$ cat config.mk
export PLATFORM = sky130hd
export DESIGN_NAME = memory_access_flat
export DESIGN_NICKNAME = d
export VERILOG_FILES = /design/src/rtl/memory_access_pkg.sv /design/src/rtl/memory_access_if.sv /design/src/rtl/memory_access_mem_align.sv /design/src/rtl/memory_access.sv /design/src/flat_wrapper.sv
export SDC_FILE = /design/constraint.sdc
export NUM_CORES = 1
export LEC_CHECK = 0
export CORE_ASPECT_RATIO = 0.5
export CORE_UTILIZATION = 30
export CTS_CLUSTER_DIAMETER = 40
export DETAILED_ROUTE_END_ITERATION = 6
export MAX_ROUTING_LAYER = met4
export PLACE_DENSITY_LB_ADDON = 0.1
export SYNTH_ARGS = -nofsm -noshare
export SYNTH_HDL_FRONTEND = slang
export SYNTH_SLANG_ARGS = --single-unit
$ cat constraint.sdc
create_clock -name clk_i -period 2.9 [get_ports clk_i]
set_input_delay 0.29 -clock clk_i [delete_from_list [all_inputs] [get_ports clk_i]]
set_output_delay 0.29 -clock clk_i [all_outputs]
set_load 0.05 [all_outputs]
$ cat src/rtl/memory_access_pkg.sv
// memory_access_pkg: shared types and constants for the memory stage.
//   - Datapath widths (XLEN, PC_WIDTH, LOAD_WIDTH, STORE_WIDTH)
//   - Bubble values NOP_PC / NOP_COMMIT
//   - Load/store opcode encodings (0 = no access)
//   - FSM state type and the memory/writeback register bundle
package memory_access_pkg;

  localparam int unsigned XLEN        = 32;
  localparam int unsigned PC_WIDTH    = 32;
  localparam int unsigned LOAD_WIDTH  = 3;
  localparam int unsigned STORE_WIDTH = 2;

  localparam logic [PC_WIDTH-1:0] NOP_PC     = '0;
  localparam logic                NOP_COMMIT = 1'b0;

  typedef enum logic [LOAD_WIDTH-1:0] {
    LD_NONE = 3'd0,
    LD_LB   = 3'd1,
    LD_LH   = 3'd2,
    LD_LW   = 3'd3,
    LD_LBU  = 3'd4,
    LD_LHU  = 3'd5
  } load_op_e;

  typedef enum logic [STORE_WIDTH-1:0] {
    ST_NONE = 2'd0,
    ST_SB   = 2'd1,
    ST_SH   = 2'd2,
    ST_SW   = 2'd3
  } store_op_e;

  typedef enum logic {
    S_IDLE = 1'b0,
    S_REQ  = 1'b1
  } state_e;

  typedef struct packed {
    logic [XLEN-1:0]     valw;
    logic                need_dste;
    logic [4:0]          dste;
    logic [PC_WIDTH-1:0] pc;
    logic                commit;
    logic                excp;
  } mw_t;

  localparam mw_t MW_BUBBLE = '{
    valw:      '0,
    need_dste: 1'b0,
    dste:      '0,
    pc:        NOP_PC,
    commit:    NOP_COMMIT,
    excp:      1'b0
  };

endpackage

$ cat src/rtl/memory_access_if.sv
// memory_access_if: data-memory request/acknowledge bus.
//   dmem_req_o   request, held until acknowledged
//   dmem_we_o    write strobe
//   dmem_addr_o  word-aligned address
//   dmem_wdata_o write data
//   dmem_be_o    byte enables
//   dmem_ack_i   acknowledge
//   dmem_rdata_i read data, valid with dmem_ack_i
// Signal names keep their original port names; the suffix is relative to
// the memory stage (master).
interface memory_access_if;
  import memory_access_pkg::*;

  logic            dmem_req_o;
  logic            dmem_we_o;
  logic [XLEN-1:0] dmem_addr_o;
  logic [XLEN-1:0] dmem_wdata_o;
  logic [3:0]      dmem_be_o;
  logic            dmem_ack_i;
  logic [XLEN-1:0] dmem_rdata_i;

  modport master (
    output dmem_req_o, dmem_we_o, dmem_addr_o, dmem_wdata_o, dmem_be_o,
    input  dmem_ack_i, dmem_rdata_i
  );

  modport slave (
    input  dmem_req_o, dmem_we_o, dmem_addr_o, dmem_wdata_o, dmem_be_o,
    output dmem_ack_i, dmem_rdata_i
  );

endinterface

$ cat src/rtl/memory_access_mem_align.sv
// mem_align: combinational byte-lane logic for the memory stage.
//   load_op_i/store_op_i/addr_lo_i/store_data_i : request side, from the
//     execute register; produce wdata_o, be_o and misalign_o.
//   rd_op_i/rd_off_i/rdata_i : response side, from the latched request;
//     produce load_data_o (aligned and sign/zero extended).
module mem_align
  import memory_access_pkg::*;
(
  input  logic [LOAD_WIDTH-1:0]  load_op_i,
  input  logic [STORE_WIDTH-1:0] store_op_i,
  input  logic [1:0]             addr_lo_i,
  input  logic [XLEN-1:0]        store_data_i,
  output logic [XLEN-1:0]        wdata_o,
  output logic [3:0]             be_o,
  output logic                   misalign_o,
  input  logic [LOAD_WIDTH-1:0]  rd_op_i,
  input  logic [1:0]             rd_off_i,
  input  logic [XLEN-1:0]        rdata_i,
  output logic [XLEN-1:0]        load_data_o
);

  logic [7:0]  rd_byte;
  logic [15:0] rd_half;

  always_comb begin
    wdata_o = '0;
    be_o    = '0;
    case (store_op_i)
      ST_SB: begin
        wdata_o = {4{store_data_i[7:0]}};
        be_o    = 4'b0001 << addr_lo_i;
      end
      ST_SH: begin
        wdata_o = {2{store_data_i[15:0]}};
        be_o    = 4'b0011 << addr_lo_i;
      end
      ST_SW: begin
        wdata_o = store_data_i;
        be_o    = '1;
      end
      default: ;
    endcase
  end

  always_comb begin
    misalign_o = 1'b0;
    case (load_op_i)
      LD_LH, LD_LHU: misalign_o = addr_lo_i[0];
      LD_LW:         misalign_o = |addr_lo_i;
      default: ;
    endcase
    case (store_op_i)
      ST_SH:   misalign_o = misalign_o | addr_lo_i[0];
      ST_SW:   misalign_o = misalign_o | (|addr_lo_i);
      default: ;
    endcase
  end

  always_comb begin
    rd_byte = rdata_i[7:0];
    case (rd_off_i)
      2'd1:    rd_byte = rdata_i[15:8];
      2'd2:    rd_byte = rdata_i[23:16];
      2'd3:    rd_byte = rdata_i[31:24];
      default: rd_byte = rdata_i[7:0];
    endcase
    // halfwords only reach here aligned, so bit 1 picks the lane
    rd_half = rd_off_i[1] ? rdata_i[31:16] : rdata_i[15:0];

    load_data_o = rdata_i;
    case (rd_op_i)
      LD_LB:   load_data_o = {{24{rd_byte[7]}}, rd_byte};
      LD_LBU:  load_data_o = {24'd0, rd_byte};
      LD_LH:   load_data_o = {{16{rd_half[15]}}, rd_half};
      LD_LHU:  load_data_o = {16'd0, rd_half};
      default: load_data_o = rdata_i;
    endcase
  end

endmodule

$ cat src/rtl/memory_access.sv
// memory_access: memory stage between the execute register and the
// memory/writeback register.
//   clk_i, rst_n        clock, asynchronous active-low reset
//   ED_*                execute-register outputs (held while M_stall_o)
//   dmem                data-memory bus (memory_access_if.master)
//   M_stall_o           stall request to the hazard unit (combinational)
//   MW_*                registered memory/writeback outputs
// Optional: `MEM_TIMEOUT_EN adds a bus watchdog of TIMEOUT_CYCLES cycles.
module memory_access
  import memory_access_pkg::*;
#(
  parameter int unsigned TIMEOUT_CYCLES = 255
)(
  input  logic                   clk_i,
  input  logic                   rst_n,
  input  logic [LOAD_WIDTH-1:0]  ED_load_op_i,
  input  logic [STORE_WIDTH-1:0] ED_store_op_i,
  input  logic [XLEN-1:0]        ED_valE_i,
  input  logic [XLEN-1:0]        ED_rs2_data_i,
  input  logic                   ED_sel_reg_i,
  input  logic                   ED_need_dstE_i,
  input  logic [4:0]             ED_dstE_i,
  input  logic [PC_WIDTH-1:0]    ED_PC_i,
  input  logic                   ED_commit_i,
  memory_access_if.master        dmem,
  output logic                   M_stall_o,
  output logic [XLEN-1:0]        MW_valW_o,
  output logic                   MW_need_dstE_o,
  output logic [4:0]             MW_dstE_o,
  output logic [PC_WIDTH-1:0]    MW_PC_o,
  output logic                   MW_commit_o,
  output logic                   MW_excp_o
);

  if (TIMEOUT_CYCLES < 1 || TIMEOUT_CYCLES > 255) begin : g_bad_timeout
    $error("memory_access: TIMEOUT_CYCLES must be in 1..255");
  end

  state_e                 state_q, state_d;
  logic [XLEN-1:0]        addr_q, addr_d;
  logic [XLEN-1:0]        wdata_q, wdata_d;
  logic [3:0]             be_q, be_d;
  logic                   we_q, we_d;
  logic [LOAD_WIDTH-1:0]  ld_op_q, ld_op_d;
  logic [1:0]             off_q, off_d;
  mw_t                    mw_q, mw_d;

  logic [XLEN-1:0]        fmt_wdata;
  logic [3:0]             fmt_be;
  logic                   misalign;
  logic [XLEN-1:0]        load_data;
  logic                   mem_op;
  logic                   timeout_hit;
  logic                   stall;

  mem_align u_mem_align (
    .load_op_i    (ED_load_op_i),
    .store_op_i   (ED_store_op_i),
    .addr_lo_i    (ED_valE_i[1:0]),
    .store_data_i (ED_rs2_data_i),
    .wdata_o      (fmt_wdata),
    .be_o         (fmt_be),
    .misalign_o   (misalign),
    .rd_op_i      (ld_op_q),
    .rd_off_i     (off_q),
    .rdata_i      (dmem.dmem_rdata_i),
    .load_data_o  (load_data)
  );

  assign mem_op = ED_commit_i && ((ED_load_op_i != '0) || (ED_store_op_i != '0));

`ifdef MEM_TIMEOUT_EN
  logic [7:0] cnt_q, cnt_d;

  assign timeout_hit = (state_q == S_REQ) && !dmem.dmem_ack_i
                       && (cnt_q == 8'(TIMEOUT_CYCLES - 1));
`else
  assign timeout_hit = 1'b0;
`endif

  always_comb begin
    state_d = state_q;
    addr_d  = addr_q;
    wdata_d = wdata_q;
    be_d    = be_q;
    we_d    = we_q;
    ld_op_d = ld_op_q;
    off_d   = off_q;
    mw_d    = MW_BUBBLE;
    stall   = 1'b0;
`ifdef MEM_TIMEOUT_EN
    cnt_d   = cnt_q;
`endif

    case (state_q)
      S_IDLE: begin
        if (!mem_op) begin
          mw_d = '{valw: ED_valE_i, need_dste: ED_need_dstE_i, dste: ED_dstE_i,
                   pc: ED_PC_i, commit: ED_commit_i, excp: 1'b0};
        end else if (misalign) begin
          mw_d = '{valw: ED_valE_i, need_dste: 1'b0, dste: ED_dstE_i,
                   pc: ED_PC_i, commit: 1'b1, excp: 1'b1};
        end else begin
          state_d = S_REQ;
          addr_d  = {ED_valE_i[XLEN-1:2], 2'b00};
          wdata_d = fmt_wdata;
          be_d    = fmt_be;
          we_d    = (ED_store_op_i != '0);
          ld_op_d = ED_load_op_i;
          off_d   = ED_valE_i[1:0];
          stall   = 1'b1;
`ifdef MEM_TIMEOUT_EN
          cnt_d   = '0;
`endif
        end
      end

      S_REQ: begin
        if (dmem.dmem_ack_i) begin
          state_d = S_IDLE;
          mw_d = '{valw: ED_sel_reg_i ? load_data : ED_valE_i,
                   need_dste: ED_need_dstE_i, dste: ED_dstE_i,
                   pc: ED_PC_i, commit: ED_commit_i, excp: 1'b0};
        end else if (timeout_hit) begin
          // Stall is released here so the timed-out op retires instead of
          // being re-issued from IDLE with the same held ED inputs.
          state_d = S_IDLE;
          mw_d = '{valw: ED_valE_i, need_dste: 1'b0, dste: ED_dstE_i,
                   pc: ED_PC_i, commit: 1'b1, excp: 1'b1};
        end else begin
          stall = 1'b1;
`ifdef MEM_TIMEOUT_EN
          cnt_d = cnt_q + 8'd1;
`endif
        end
      end

      default: state_d = S_IDLE;
    endcase
  end

  always_ff @(posedge clk_i or negedge rst_n) begin
    if (!rst_n) begin
      state_q <= S_IDLE;
      addr_q  <= '0;
      wdata_q <= '0;
      be_q    <= '0;
      we_q    <= 1'b0;
      ld_op_q <= '0;
      off_q   <= '0;
      mw_q    <= MW_BUBBLE;
`ifdef MEM_TIMEOUT_EN
      cnt_q   <= '0;
`endif
    end else begin
      state_q <= state_d;
      addr_q  <= addr_d;
      wdata_q <= wdata_d;
      be_q    <= be_d;
      we_q    <= we_d;
      ld_op_q <= ld_op_d;
      off_q   <= off_d;
      mw_q    <= mw_d;
`ifdef MEM_TIMEOUT_EN
      cnt_q   <= cnt_d;
`endif
    end
  end

  assign dmem.dmem_req_o   = (state_q == S_REQ);
  assign dmem.dmem_we_o    = we_q;
  assign dmem.dmem_addr_o  = addr_q;
  assign dmem.dmem_wdata_o = wdata_q;
  assign dmem.dmem_be_o    = be_q;

  assign M_stall_o      = stall;
  assign MW_valW_o      = mw_q.valw;
  assign MW_need_dstE_o = mw_q.need_dste;
  assign MW_dstE_o      = mw_q.dste;
  assign MW_PC_o        = mw_q.pc;
  assign MW_commit_o    = mw_q.commit;
  assign MW_excp_o      = mw_q.excp;

endmodule
$ cat src/flat_wrapper.sv
// flat-port wrapper written by rule: the top's interface ports become plain ports
module memory_access_flat import memory_access_pkg::*;
#(
  parameter int unsigned TIMEOUT_CYCLES = 255
)
  (clk_i, rst_n, ED_load_op_i, ED_store_op_i, ED_valE_i, ED_rs2_data_i, ED_sel_reg_i, ED_need_dstE_i, ED_dstE_i, ED_PC_i, ED_commit_i, M_stall_o, MW_valW_o, MW_need_dstE_o, MW_dstE_o, MW_PC_o, MW_commit_o, MW_excp_o, dmem_dmem_req_o, dmem_dmem_we_o, dmem_dmem_addr_o, dmem_dmem_wdata_o, dmem_dmem_be_o, dmem_dmem_ack_i, dmem_dmem_rdata_i);
  memory_access_if dmem_i ();
  input  logic clk_i;
  input  logic rst_n;
  input  logic [LOAD_WIDTH-1:0] ED_load_op_i;
  input  logic [STORE_WIDTH-1:0] ED_store_op_i;
  input  logic [XLEN-1:0] ED_valE_i;
  input  logic [XLEN-1:0] ED_rs2_data_i;
  input  logic ED_sel_reg_i;
  input  logic ED_need_dstE_i;
  input  logic [4:0] ED_dstE_i;
  input  logic [PC_WIDTH-1:0] ED_PC_i;
  input  logic ED_commit_i;
  output logic M_stall_o;
  output logic [XLEN-1:0] MW_valW_o;
  output logic MW_need_dstE_o;
  output logic [4:0] MW_dstE_o;
  output logic [PC_WIDTH-1:0] MW_PC_o;
  output logic MW_commit_o;
  output logic MW_excp_o;
  output wire logic [$bits(dmem_i.dmem_req_o)-1:0] dmem_dmem_req_o;
  output wire logic [$bits(dmem_i.dmem_we_o)-1:0] dmem_dmem_we_o;
  output wire logic [$bits(dmem_i.dmem_addr_o)-1:0] dmem_dmem_addr_o;
  output wire logic [$bits(dmem_i.dmem_wdata_o)-1:0] dmem_dmem_wdata_o;
  output wire logic [$bits(dmem_i.dmem_be_o)-1:0] dmem_dmem_be_o;
  input wire logic [$bits(dmem_i.dmem_ack_i)-1:0] dmem_dmem_ack_i;
  input wire logic [$bits(dmem_i.dmem_rdata_i)-1:0] dmem_dmem_rdata_i;
  assign dmem_dmem_req_o = dmem_i.dmem_req_o;
  assign dmem_dmem_we_o = dmem_i.dmem_we_o;
  assign dmem_dmem_addr_o = dmem_i.dmem_addr_o;
  assign dmem_dmem_wdata_o = dmem_i.dmem_wdata_o;
  assign dmem_dmem_be_o = dmem_i.dmem_be_o;
  assign dmem_i.dmem_ack_i = dmem_dmem_ack_i;
  assign dmem_i.dmem_rdata_i = dmem_dmem_rdata_i;
  memory_access #(.TIMEOUT_CYCLES(TIMEOUT_CYCLES)) u_core (.clk_i(clk_i), .rst_n(rst_n), .ED_load_op_i(ED_load_op_i), .ED_store_op_i(ED_store_op_i), .ED_valE_i(ED_valE_i), .ED_rs2_data_i(ED_rs2_data_i), .ED_sel_reg_i(ED_sel_reg_i), .ED_need_dstE_i(ED_need_dstE_i), .ED_dstE_i(ED_dstE_i), .ED_PC_i(ED_PC_i), .ED_commit_i(ED_commit_i), .dmem(dmem_i), .M_stall_o(M_stall_o), .MW_valW_o(MW_valW_o), .MW_need_dstE_o(MW_need_dstE_o), .MW_dstE_o(MW_dstE_o), .MW_PC_o(MW_PC_o), .MW_commit_o(MW_commit_o), .MW_excp_o(MW_excp_o));
endmodule
* Word level (Yosys, flattened, before mapping)
Cells that the tools add are included.
** Cells by class
- Muxes and demuxes :: 16
- Bitwise gates (word level) :: 4
- Equal/unequal tests :: 13
- Divide/modulo/power cells :: 0
- Reduce and logical (&&, ||, !) cells :: 7
- $lt $le $gt $ge :: 0
- $add $sub $neg :: 0
- $mul :: 0
- Shift operators :: 2
** Operator list (count)
- two-way mux 72 bit :: 3
- one-hot mux 72 bit (2 select lines) :: 1
- one-hot mux 32 bit (4 select lines) :: 1
- one-hot mux 32 bit (3 select lines) :: 1
- two-way mux 32 bit :: 1
- one-hot mux 8 bit (3 select lines) :: 1
- two-way mux 16 bit :: 1
- one-hot mux 4 bit (3 select lines) :: 1
- == test 3 x 2 -> 1 bit (second input constant) :: 3
- == test 3 bit (second input constant) :: 3
- == test 2 bit (second input constant) :: 4
- one-hot mux 1 bit (2 select lines) :: 3
- == test 2 x 1 -> 1 bit (second input constant) :: 2
- OR reduction 2 bit :: 2
- left shift 1 x 2 -> 4 bit (first input constant) :: 1
- left shift 2 x 2 -> 4 bit (first input constant) :: 1
- == test 3 x 1 -> 1 bit (second input constant) :: 1
- two-way mux 1 bit :: 3
- AND reduction 3 bit :: 1
- nonzero test 3 bit :: 1
- NOT 1 bit :: 2
- OR 1 bit :: 2
- nonzero test 2 bit :: 1
- logical AND 1 bit :: 1
- logical OR 1 bit :: 1
** Word-level totals
- Output and inout port bits :: 143
- Memories kept :: 0
- Input port bits :: 144
- Bits in latches :: 0
- Bits in registers :: 145
- Memory bits (read-only) :: 0
- Memory bits (writable) :: 0

* Depth between registers and ports, before layout
Gate-level depths: netlist of run 1.
- Word-level depth :: 8
- Mapped depth :: 10

* Cells and area by module
A second synthesis of run 1 with hierarchy kept.
** Unflattened totals
- Cells, all modules :: 644
- Area, all modules :: 7538.5 µm²
** By module, submodules not included
- memory_access :: instances 1, seq. area each 3628.5 µm², cells each 399, area each 5725.5 µm²
- mem_align :: instances 1, seq. area each 0.0 µm², cells each 245, area each 1813.0 µm²

* Least setup slack after synthesis of run 1
Ideal clock, no wire load.
- Kind :: input -> output
- Start :: input ED_store_op_i[1]
- End :: output M_stall_o
- Cell stages on the path :: 8
- Data arrival time :: 1951 ps
- Data required time :: 2610 ps
- Path slack :: 659 ps
- Cells stage by stage :: clkbuf_1 > inv_1 > ha_1 > nor4b_2 > nor4b_4 > a21boi_1 > clkbuf_1 > inv_1
** Between the ends
- Word-level cells in the longest chain between the ends :: 5
- Elaborated cells on any way between the ends :: 9
** Ends and longest elaborated chain
- from (decl) :: RTL line flat_wrapper.sv:11 : input logic [STORE_WIDTH-1:0] ED_store_op_i;
- == test 2 bit or nonzero test 2 bit (tied branches) :: RTL line memory_access_mem_align.sv:52, memory_access.sv:70
- one-hot mux 1 bit (2 select lines) or logical OR 1 bit (tied branches) :: RTL line memory_access_mem_align.sv:52, memory_access.sv:70
- two-way mux 1 bit or logical AND 1 bit (tied branches) :: RTL line memory_access.sv:100, memory_access.sv:70
- two-way mux 1 bit * :: RTL line memory_access.sv:97 : if (!mem_op) begin
- one-hot mux 1 bit (2 select lines) * :: RTL line memory_access.sv:95 : case (state_q)
- to (decl) :: RTL line flat_wrapper.sv:19 : output logic M_stall_o;
Every way passes the cells marked *; elsewhere a longest branch is shown, timed or not.

* Worst setup path after layout of run 1
- Start :: input ED_store_op_i[0]
- End :: output M_stall_o
The elaborated chain is that of the path after synthesis.

==> out/results.ini, run 1 <==
[clock_tree]
cts_setup_buffers = 0
cts_resized = 0
cts_buffers = 17
cts_max_path_buffers = 2
clock_sinks = 145
clock-root-buffer = clkbuf_16
holdBufCountCts = 1
path_clk_slew_ns = 0.06
clock_latency_ns = 0.43
cts_tree = done
htree_levels = 4

[synth]
synth_fa_ha_area_share_pct = 0.940
ys_types = 58
synth_edf_count = 0
syn_area_mm2 = 0.00665
synth_flop_cell = dfrtp_1
synth_top_family_by_area = compound AO/OA/AOI/OAI gates
synthSimpleGateAreaFrac_pct = 9.31
yosysWarnings = 0
ys_seq_area_share_pct = 54.5
synth_mux_area_share_pct = 7.94
synthCells = 565
synth_xor_area_share_pct = 0.263
avgSynthCellArea_um2 = 11.8
synthArstFlopShare_pct = 100
synth-seq-cells = 145
synth-compound-area-share_pct = 22.4

[job]
drv_cap = 0

[sta]
fin_tns_setup_ns = 0
max_freq_ghz = 0.395
worst_pin_slew_ns = 0.670
setup_viol_count_final = 0
post-route-period-util_pct = 87.3
fin_ws_ns = 0.368
worst_clock_skew_ns = 0.00540
max_slew_margin_pct = 55.4
rsz0062_at_grt = no
fin_crit_ns = 2.53
finalHoldViolCount = 0
slew_violations = 0

[floorplanning]
die_y_um = 107
die_w_um = 213
rows = 38
initial_core_util_pct = 30.7
design.core.area_mm2 = 0.0217
io_pins = 287
die-area_mm2 = 0.0228

[min_path]
hp-class = in2async

[global_route]
antenna_found_initial = 0
grt_pass1_vias = 5700
grt_usage_pct = 20.4
grt_pass1_wl_mm = 33.7
grt_overflow = 0
grt_max_degree = 75

[critical_path]
crit_path_end_kind = output pin
start_kind = input port
crit_start = ED_store_op_i[0]
r2r_setup_slack_ns = 0.84
worstSetupPathType = in2out
r2r-start = u_core.off_q[1]
required_ns = 2.61
worstPathArrival_ns = 2.24
cp_max_fo = 6

[power]
ir_drop_uv = 318
switching_share_pct = 40.8
powerDensity_mw_per_mm2 = 845
sequentialPowerShare_pct = 29.9
p_clk_share_pct = 26.9
pwr-share-comb_pct = 43.2
p_int_mw = 5.25
leakage_nw = 4.25
p_sw_mw = 3.62
power.total_mw = 8.87

[routing]
drtIter0Drc = 485
vias = 5738
wl_mm = 22.3
via_per_inst = 4.97
detail-route-antenna-nets = 0
firstDrtPassIters = 6
drt-wirelength-per-cell_um = 19.3
drc = 0

[placement]
place_ws_ns = 0.195
portBuffers = 284
gp_congestion = 0.823
place_hpwl_mm = 16.2
dp_cells = 1122

[finish]
final_util_pct = 48.4
syn2layout_area_growth_pct = 57.9
nFillCells = 2022
nets = 991
drive_gt1_share_pct = 10.3
antenna_cells = 0
final_cells = 1155

[status]
status = finished clean

metal layers:
metal / GRT usage (%) / wire, um
met1: 27.1 / 9920
met2: 31.8 / 10800
met3: 4.43 / 1390
met4: 5.09 / 196
met5: - / 0
power by group through the flow:
stage | logic (mW) | clock network [mW] | registers, mW
after global placement | 3.82 | 0 | 2.69
after global routing | 4.03 | 2.54 | 2.71
after floorplan | 1.07 | 0 | 4.01
final | 3.83 | 2.39 | 2.66
after CTS | 3.85 | 2.43 | 2.67
after detailed placement | 3.84 | 0 | 2.69
critical path: stages:
cell and delay [ns]:
clkdlybuf4s50_1 0.45, ha_1 0.26, o21ai_1 0.17, o2bb2a_4 0.18
nor4b_4 0.49, a21boi_2 0.12, inv_1 0.13, buf_12 0.15
registers in the layout, indices dropped and copies added, names as in the netlist:
register / count
u_core.dmem.dmem_be_o: 4
u_core.dmem.dmem_addr_o: 30
u_core.MW_valW_o: 32
u_core.dmem.dmem_we_o: 1
u_core.dmem.dmem_wdata_o: 32
u_core.MW_excp_o: 1
u_core.off_q: 2
u_core.dmem.dmem_req_o: 1
u_core.MW_PC_o: 32
u_core.MW_dstE_o: 5
u_core.MW_commit_o: 1
u_core.ld_op_q: 3
u_core.MW_need_dstE_o: 1
cell usage after synthesis, drive strengths merged (3+ instances only):
cell     instances  area (um^2)
a211oi           6         45.0
a21oi           10         61.3
a221oi           5         43.8
a222oi           8         80.1
a22o             8         70.1
a22oi           17          128
a31oi            4         25.0
a32o             3         30.0
and2            37          231
buf             25          169
clkbuf          26         97.6
dfrtp          145         3630
ha               5         62.6
inv             10         37.5
mux2            32          360
mux2i           10          100
mux4             3         67.6
nand2           20         75.1
nand3            4         20.0
nor2            31          133
nor2b            4         25.0
nor4             5         31.3
o21ai           56          280
o22ai            8         50.1
o2bb2ai         22          255
o31ai            9         67.6
o41ai           28          245
cells in the final DEF, fill, tap and decap left out, types with 6 or more instances in the layout:
| cell type | n |
|---|---|
| nand2_1 | 19 |
| a21oi_1 | 9 |
| buf_4 | 19 |
| clkdlybuf4s50_1 | 282 |
| dfrtp_1 | 145 |
| nor2_1 | 30 |
| o41ai_1 | 28 |
| a22oi_1 | 17 |
| a211oi_1 | 6 |
| a22o_1 | 8 |
| inv_1 | 10 |
| o22ai_1 | 7 |
| a222oi_1 | 8 |
| clkbuf_16 | 17 |
| o21ai_0 | 55 |
| mux2_1 | 26 |
| o31ai_1 | 9 |
| o2bb2ai_2 | 10 |
| o2bb2ai_1 | 12 |
| mux2i_1 | 10 |
| mux2_2 | 6 |
| and2_1 | 37 |
worst paths after layout:
check | to | depth (start not counted)
min | u_core.MW_valW_o[13] | 2
max reg2reg | u_core.MW_valW_o[2] | 6
max in group asynchronous | u_core.MW_PC_o[17] | 3
min in group clk_i | u_core.MW_PC_o[10] | 2
min reg2reg | u_core.dmem.dmem_addr_o[12] | 1
max | M_stall_o | 8
layout make-up:
cell class                 count  area (um^2)  share of cell area [%]
clock buffer                  17          425                    4.05
timing repair buffer         308         3090                    29.4
sequential                   145         3630                    34.5
multi-input combinational    360         2740                    26.1
inverter                      10         37.5                   0.357
tap                          300          375                    3.57
clock inverter                15          206                    1.97
stage by stage:
| stage | instance area, um^2 | hold slack [ns] |
|---|---|---|
| 2_1_floorplan | 6660 | -0.00559 |
| 3_3_place_gp | 9860 | 0.215 |
| 3_5_place_dp | 9860 | 0.214 |
| 4_1_cts | 10500 | 0.328 |
| 5_1_grt | 10500 | 0.365 |
| 6_report | 10500 | 0.322 |
cell families after synthesis:
| family | Yosys count |
|---|---|
| buffers and inverters | 61 |
| XOR/XNOR | 2 |
| AND/OR/NAND/NOR | 112 |
| other | 1 |
| AO/OA/AOI/OAI | 194 |
| adder cells (fa/ha/maj) | 5 |
| multiplexers | 45 |
| flip-flops | 145 |
(Power assumes the default switching activity.)
==> inputs of run 2 (changes only) <==
CTS_CLUSTER_DIAMETER = unset   (was 40)
CTS_CLUSTER_SIZE = 24   (was unset)
TNS_END_PERCENT = 30   (was unset)
==> results of run 2 <==
Same layout as run 1: the final DEF is identical, and so are final timing and power.
